### src/rtl/bresen_line_gen.sv
// bresen_line_gen: Bresenham line rasteriser.
//   Accepts one endpoint pair (x0,y0)->(x1,y1) on a valid/ready command port.
//   After a one-cycle setup it emits one pixel per cycle on a valid/ready
//   pixel stream. Both endpoints are emitted.
// Ports:
//   clk, n_rst            clock, async active-low reset
//   cmd_valid/cmd_ready   command handshake; x0,y0,x1,y1 are latched on accept
//   abort                 drops the current line (SETUP/DRAW), no line_done
//   pix_valid/pix_ready   pixel handshake; pix_x, pix_y, pix_addr={x,y}, pix_last
//   busy                  high whenever not IDLE
//   line_done             one-cycle pulse after the last pixel is accepted
module bresen_line_gen #(
  parameter int X_W   = 10,
  parameter int Y_W   = 9,
  parameter int ERR_W = ((X_W > Y_W) ? X_W : Y_W) + 2
) (
  input  logic               clk,
  input  logic               n_rst,
  input  logic               cmd_valid,
  output logic               cmd_ready,
  input  logic [X_W-1:0]     x0,
  input  logic [Y_W-1:0]     y0,
  input  logic [X_W-1:0]     x1,
  input  logic [Y_W-1:0]     y1,
  input  logic               abort,
  output logic               pix_valid,
  input  logic               pix_ready,
  output logic [X_W-1:0]     pix_x,
  output logic [Y_W-1:0]     pix_y,
  output logic [X_W+Y_W-1:0] pix_addr,
  output logic               pix_last,
  output logic               busy,
  output logic               line_done
);

  typedef enum logic [1:0] {IDLE, SETUP, DRAW} state_e;

  localparam logic [X_W-1:0] X_ONE = X_W'(1);
  localparam logic [Y_W-1:0] Y_ONE = Y_W'(1);

  state_e                  state_q, state_d;
  logic [X_W-1:0]          x0_q, x0_d, x1_q, x1_d, x_q, x_d;
  logic [Y_W-1:0]          y0_q, y0_d, y1_q, y1_d, y_q, y_d;
  logic signed [ERR_W-1:0] dx_q, dx_d, dy_q, dy_d, err_q, err_d;
  // Step direction flags: 1 means decrement.
  logic                    sx_neg_q, sx_neg_d, sy_neg_q, sy_neg_d;
  logic                    line_done_q, line_done_d;

  logic [X_W-1:0]          adx;
  logic [Y_W-1:0]          ady;
  logic signed [ERR_W-1:0] dx_abs, dy_abs, e2, err_nx;
  logic                    at_end;

  assign at_end    = (x_q == x1_q) && (y_q == y1_q);
  assign cmd_ready = (state_q == IDLE);
  assign busy      = (state_q != IDLE);
  assign pix_valid = (state_q == DRAW);
  assign pix_last  = (state_q == DRAW) && at_end;
  assign pix_x     = x_q;
  assign pix_y     = y_q;
  assign pix_addr  = {x_q, y_q};
  assign line_done = line_done_q;

  always_comb begin
    state_d     = state_q;
    x0_d        = x0_q;
    y0_d        = y0_q;
    x1_d        = x1_q;
    y1_d        = y1_q;
    x_d         = x_q;
    y_d         = y_q;
    dx_d        = dx_q;
    dy_d        = dy_q;
    err_d       = err_q;
    sx_neg_d    = sx_neg_q;
    sy_neg_d    = sy_neg_q;
    line_done_d = 1'b0;

    adx    = (x1_q >= x0_q) ? (x1_q - x0_q) : (x0_q - x1_q);
    ady    = (y1_q >= y0_q) ? (y1_q - y0_q) : (y0_q - y1_q);
    dx_abs = {{(ERR_W-X_W){1'b0}}, adx};
    dy_abs = {{(ERR_W-Y_W){1'b0}}, ady};
    // Both step tests use the same doubled error; contributions are summed.
    e2     = err_q <<< 1;
    err_nx = err_q;

    case (state_q)
      IDLE: begin
        if (cmd_valid) begin
          x0_d    = x0;
          y0_d    = y0;
          x1_d    = x1;
          y1_d    = y1;
          state_d = SETUP;
        end
      end
      SETUP: begin
        if (abort) begin
          state_d = IDLE;
        end else begin
          dx_d     = dx_abs;
          dy_d     = -dy_abs;
          sx_neg_d = (x1_q < x0_q);
          sy_neg_d = (y1_q < y0_q);
          err_d    = dx_abs - dy_abs;
          x_d      = x0_q;
          y_d      = y0_q;
          state_d  = DRAW;
        end
      end
      DRAW: begin
        if (abort) begin
          state_d = IDLE;
        end else if (pix_ready) begin
          if (at_end) begin
            state_d     = IDLE;
            line_done_d = 1'b1;
          end else begin
            if (e2 >= dy_q) begin
              x_d    = sx_neg_q ? (x_q - X_ONE) : (x_q + X_ONE);
              err_nx = err_nx + dy_q;
            end
            if (e2 <= dx_q) begin
              y_d    = sy_neg_q ? (y_q - Y_ONE) : (y_q + Y_ONE);
              err_nx = err_nx + dx_q;
            end
            err_d = err_nx;
          end
        end
      end
      default: state_d = IDLE;
    endcase
  end

  always_ff @(posedge clk or negedge n_rst) begin
    if (!n_rst) begin
      state_q     <= IDLE;
      x0_q        <= '0;
      y0_q        <= '0;
      x1_q        <= '0;
      y1_q        <= '0;
      x_q         <= '0;
      y_q         <= '0;
      dx_q        <= '0;
      dy_q        <= '0;
      err_q       <= '0;
      sx_neg_q    <= 1'b0;
      sy_neg_q    <= 1'b0;
      line_done_q <= 1'b0;
    end else begin
      state_q     <= state_d;
      x0_q        <= x0_d;
      y0_q        <= y0_d;
      x1_q        <= x1_d;
      y1_q        <= y1_d;
      x_q         <= x_d;
      y_q         <= y_d;
      dx_q        <= dx_d;
      dy_q        <= dy_d;
      err_q       <= err_d;
      sx_neg_q    <= sx_neg_d;
      sy_neg_q    <= sy_neg_d;
      line_done_q <= line_done_d;
    end
  end

endmodule

### config.mk
export PLATFORM = sky130hd
export DESIGN_NAME = bresen_line_gen
export DESIGN_NICKNAME = d
export VERILOG_FILES = /design/src/rtl/bresen_line_gen.sv
export SDC_FILE = /design/constraint.sdc
export NUM_CORES = 1
export LEC_CHECK = 0
export CORE_ASPECT_RATIO = 1.4
export CORE_UTILIZATION = 27
export CTS_CLUSTER_DIAMETER = 30
export DETAILED_ROUTE_END_ITERATION = 10
export DONT_BUFFER_PORTS = 1
export GPL_TIMING_DRIVEN = 0
export PLACE_DENSITY_LB_ADDON = 0.1
export SYNTH_ARGS = -nofsm -noshare
export SYNTH_HDL_FRONTEND = slang
export SYNTH_SLANG_ARGS = --single-unit
### constraint.sdc
create_clock -name clk -period 10.4 [get_ports clk]
set_clock_uncertainty 0.15 [all_clocks]
set_input_delay 2.08 -clock clk [delete_from_list [all_inputs] [get_ports clk]]
set_output_delay 2.08 -clock clk [all_outputs]
set_load 0.02 [all_outputs]
# Yosys cells after proc, flatten, opt, wreduce, memory -nomap -nowiden
# Index checks and enable logic that the tools add are counted.
[totals]
ff_bits = 96
in_bits = 43
output_inout_bits = 43
elab_cells = 93
[op_classes]
add_sub_neg = 12
order_cmp = 6
n_eq_ne = 13
mux = 37
bitwise = 1
reduce_logical = 11
[op_table]
columns = ["op", "count"]
rows = [
  ["$mux W12", 10],
  ["$mux W10", 7],
  ["$mux W9", 7],
  ["$pmux W12 S2", 1],
  ["$pmux W10 S2", 1],
  ["$sub A10 B10 Y10", 2],
  ["$pmux W9 S2", 1],
  ["$sub A9 B9 Y9", 2],
  ["$add A12 B11 Y12", 1],
  ["$add A12 B12 Y12", 1],
  ["$ge A12 B12 Y1", 1],
  ["$le A12 B11 Y1", 1],
  ["$neg A9 Y12", 1],
  ["$reduce_and A6 Y1", 2],
  ["$sub A10 B9 Y11", 1],
  ["$add A10 B1 Y10 const B", 1],
  ["$eq A10 B10 Y1", 1],
  ["$ge A10 B10 Y1", 1],
  ["$lt A10 B10 Y1", 1],
  ["$mux W2", 5],
  ["$sub A10 B1 Y10 const B", 1],
  ["$add A9 B1 Y9 const B", 1],
  ["$eq A9 B9 Y1", 1],
  ["$ge A9 B9 Y1", 1],
  ["16 further kinds", 28],
]

# Depth between registers and ports, before layout
[depth]
ltp_word = 12
depth_mapped = 21
depth_no_buf = 20

# Worst setup path after synthesis
# No wires, ideal clock.
[synth_path]
path_kind = "input-to-reg"
startpoint = "input abort"
endpoint = "register x_q[0] (netlist: pix_x[0])"
setup_ns = 0.131
t_arrival_ns = 3.868
required_time_ns = 10.119
slack_ns = 6.251
path_stages = 7
path_buffers = 2
cell_sequence = "nor3b_1 a21oi_1 nor2_1 a21boi_0 clkbuf_1 buf_2 o211ai_1"
[synth_between]
elab_chain_len = 2
word_cells_on_any_way = 3
classes_between = "2 x eq/ne; 1 x reduce/logical"
[synth_lines]
columns = ["item", "line_no", "text"]
rows = [
  ["start: declaration", "25", "input logic abort,"],
  ["$ne A2 B2 Y1 (no line)", "--", ""],
  ["$reduce_and A6 Y1 (no line) *", "--", ""],
  ["end signal: assignment", "142", "x_q <= '0;"],
  ["end signal: assignment", "156", "x_q <= x_d;"],
  ["end: declaration", "42", "logic [X_W-1:0] x0_q, x0_d, x1_q, x1_d, x_q, x_d;"],
]
# Mark *: on every way between the ends. The rest lies on a longest branch, timed or not.
# A chain may end at the register's enable or synchronous reset.

# Worst setup path in the final report
[layout_path]
startpoint = "register x_q[7] (netlist: pix_x[7])"
endpoint = "output pix_last"
[layout_between]
elab_chain_len = 3
[layout_lines]
columns = ["item", "line_no", "text"]
rows = [
  ["$eq A10 B10 Y1", "54", "assign at_end = (x_q == x1_q) && (y_q == y1_q);"],
  ["$logic_and A1 B1 Y1", "54", ""],
  ["$logic_and A1 B1 Y1", "58", "assign pix_last = (state_q == DRAW) && at_end;"],
  ["end: declaration", "31", "output logic pix_last,"],
]
# No other way between the ends.

==> results by group <==
Placed design
  • Port bufs: 0
  • Gpl congestion: 0.799
  • DP Wirelength: between 20000 and 25000 µm

GRT
  • Total track usage: 0.189
  • Largest net degree at the start of global routing: between 90 and 100
  • Initial antenna violation count: 0
  • Vias in the first global route: 7129
  • First-pass GRT wire length: roughly 43000 µm
  • Remaining Overflow, GRT: 0

Clock network
  • Sink Count: 95
  • CTS tree: yes
  • Post-CTS setup buffer count: 0
  • Worst-path clk slew: 70 ps
  • Post-CTS Hold Buffers: 0
  • CTS Buf Count: 9
  • Htree depth: 3
  • CTS root buf: clkbuf_16
  • Clock tree buffer depth: 2
  • Clock latency on the worst-skew pair: 380 ps
  • CTS resizes: 0

Logic synthesis
  • Mapped Area: 8260 µm²
  • Seq/Total Area, Yosys: 0.288
  • Count leader, synth: ha_1
  • Synth area leaders: dfrtp_1, ha_1, o21ai_0
  • Synth Warn #: 0
  • Synth Area in Adders: 0.175
  • Compound-cell area share of the yosys netlist: 0.205
  • Count of cell types in the netlist: 69
  • Ys flop type: dfrtp_1
  • Main combinational cell family by area after synthesis: compound AO/OA/AOI/OAI gates
  • Mean Syn Cell Area: 8.54 µm²
  • Mux share of post-synthesis cell area: 0.0418
  • Syn Inst Count: approximately 970
  • FF+latch count, synth: 95
  • Post-synth EDFFs: 0
  • Async set or reset register ratio after synthesis: 1.00
  • XOR/XNOR share of the synthesized area: 0.0801
  • Synth Area in Simple Gates: 0.136
  • Synth area leader: dfrtp_1
  • Yosys top cell area share: 0.288
  • Synth cell count leaders: ha_1, dfrtp_1, nand2_1, o21ai_0, inv_1
  • Net count after synthesis: 1120

Floorplan
  • I/O pin cnt: 86
  • Die H: 209 µm
  • Initial Utilization: 0.275
  • Site row count: 75
  • Core area: roughly 30000 µm²
  • Die Width: 150 µm
  • Die area: roughly 31000 µm²

Run status
  • Status: finished clean

Drt
  • Mean number of vias per cell: slightly below 5
  • Routed len/inst: 20.5 µm
  • Drt first pass iters: 4
  • Antenna-violating nets left: 0
  • Vias: between 6000 and 7000
  • Post-Route WL: 28100 µm
  • DR DRC count: 0
  • DR iter-0 viols: 256

Worst setup path
  • Arr. time, crit path: 2650 ps
  • Critical path required time: 8170 ps
  • R2R depth: 21
  • CP Max Fanout: 5
  • Setup crit end kind: primary output
  • CP Class: reg -> out
  • Critical path startpoint category: flop

Final layout
  • Share of cells above drive strength 1: 0.0762
  • Synth-to-layout area growth: 9.74%
  • Fin nets: 1132
  • Diode count: 0

STA
  • F_max: 205 MHz
  • Count of final hold-check violations: 0
  • Rel. slew slack: 0.232
  • Tcrit/Tclk final: 0.470
  • Pins Over Slew Limit: 0
  • Fin crit period: 4880 ps
  • Setup TNS: 0 ps
  • Worst-Margin Slew: roughly 1200 ps
  • RSZ-0062 raised after global routing: false
  • Final setup fails: 0

Worst hold path
  • Worst Hold Depth: 2
  • Worst hold path class: reg -> reg

Run
  • Max-cap violation count: 0
kinds of logic after synthesis:
group | Yosys count
and+or+nand+nor | 245
adders and majority gates | 110
DFF | 95
xor gates and xnor gates | 73
buffers and inverters | 136
AOI/OAI and AO/OA | 277
muxes | 31
placed cells by master (no fill, tap or decap), types with 4 or more instances in the layout:
cell type  count
a21oi_1       75
buf_4         19
mux2i_1       12
xor2_1        38
nand2b_1      10
clkbuf_1      25
fa_1           9
o21ai_0       88
nor4_1         5
o211ai_1      16
mux2_2        17
or2_2          4
o21a_1         7
a21o_1        32
xnor2_1       32
nor2b_1       16
clkbuf_16      9
a31oi_1       11
nand2_1       89
buf_2          4
a211oi_1       5
nand4_1        4
o31ai_1        6
nand3_1       15
inv_1         83
dfrtp_1       95
nor2_1        69
nor3_1        14
ha_1         101
a2111oi_0      5
area by class of cell:
class / instances / area [µm²]
clock buffers: 11 / 243
fillers: 3274 / 21000
multi-input cells: 736 / 5270
inverters: 84 / 315
clock inverters: 5 / 63.8
well taps: 385 / 482
plain buffers: 52 / 303
repair buffers: 1 / 11.3
flip-flops and latches: 95 / 2380
critical path: stages (launching register included):
cell	delay (ps)
dfrtp_1	560
xor2_1	210
nor4_1	300
nand4_1	120
nor4_1	550
and2_0	540
state kept, by name, summed over array words and instances (netlist names):
| signal | cells |
|---|---|
| sx_neg_q | 1 |
| pix_y | 9 |
| sy_neg_q | 1 |
| y1_q | 9 |
| pix_x | 10 |
| y0_q | 9 |
| state_q | 2 |
| dx_q | 10 |
| x1_q | 10 |
| dy_q | 12 |
| x0_q | 10 |
| line_done | 1 |
| err_q | 11 |
per-stage QoR:
stage	cell area, µm²	setup WS [ps]	hold WS (ps)	utilization	cells
4_1_cts	9070	5400	397	0.302	1369
6_report	9070	5520	393	0.302	1369
3_3_place_gp	8740	4340	368	0.291	1352
2_1_floorplan	8260	6250	319	-	967
3_5_place_dp	8760	5510	381	0.292	1353
5_1_grt	9070	5090	438	0.302	1369
routing by layer:
metal / wire length [µm] / global-route usage / vias up
met2: 15000 / 0.349 / 92
met3: 576 / 0.0236 / 25
met4: 611 / 0.0731 / 0
met5: 0 / 0 / -
li1: - / - / 3375
met1: 11900 / 0.218 / 3236
path summary, 6_finish.rpt:
kind                       slack (ps)      from       end
max                              5520  pix_x[7]  pix_last
max reg2reg                      5550   x1_q[0]  err_q[8]
min in group asynchronous        1250     n_rst   dx_q[5]
max in group asynchronous        8660     n_rst   y0_q[3]
min reg2reg                       390   dy_q[0]   dy_q[0]
min                               390   dy_q[0]   dy_q[0]
Power is not shown: default switching activity piles up to over one toggle a cycle in this logic, so the estimate is an artifact.
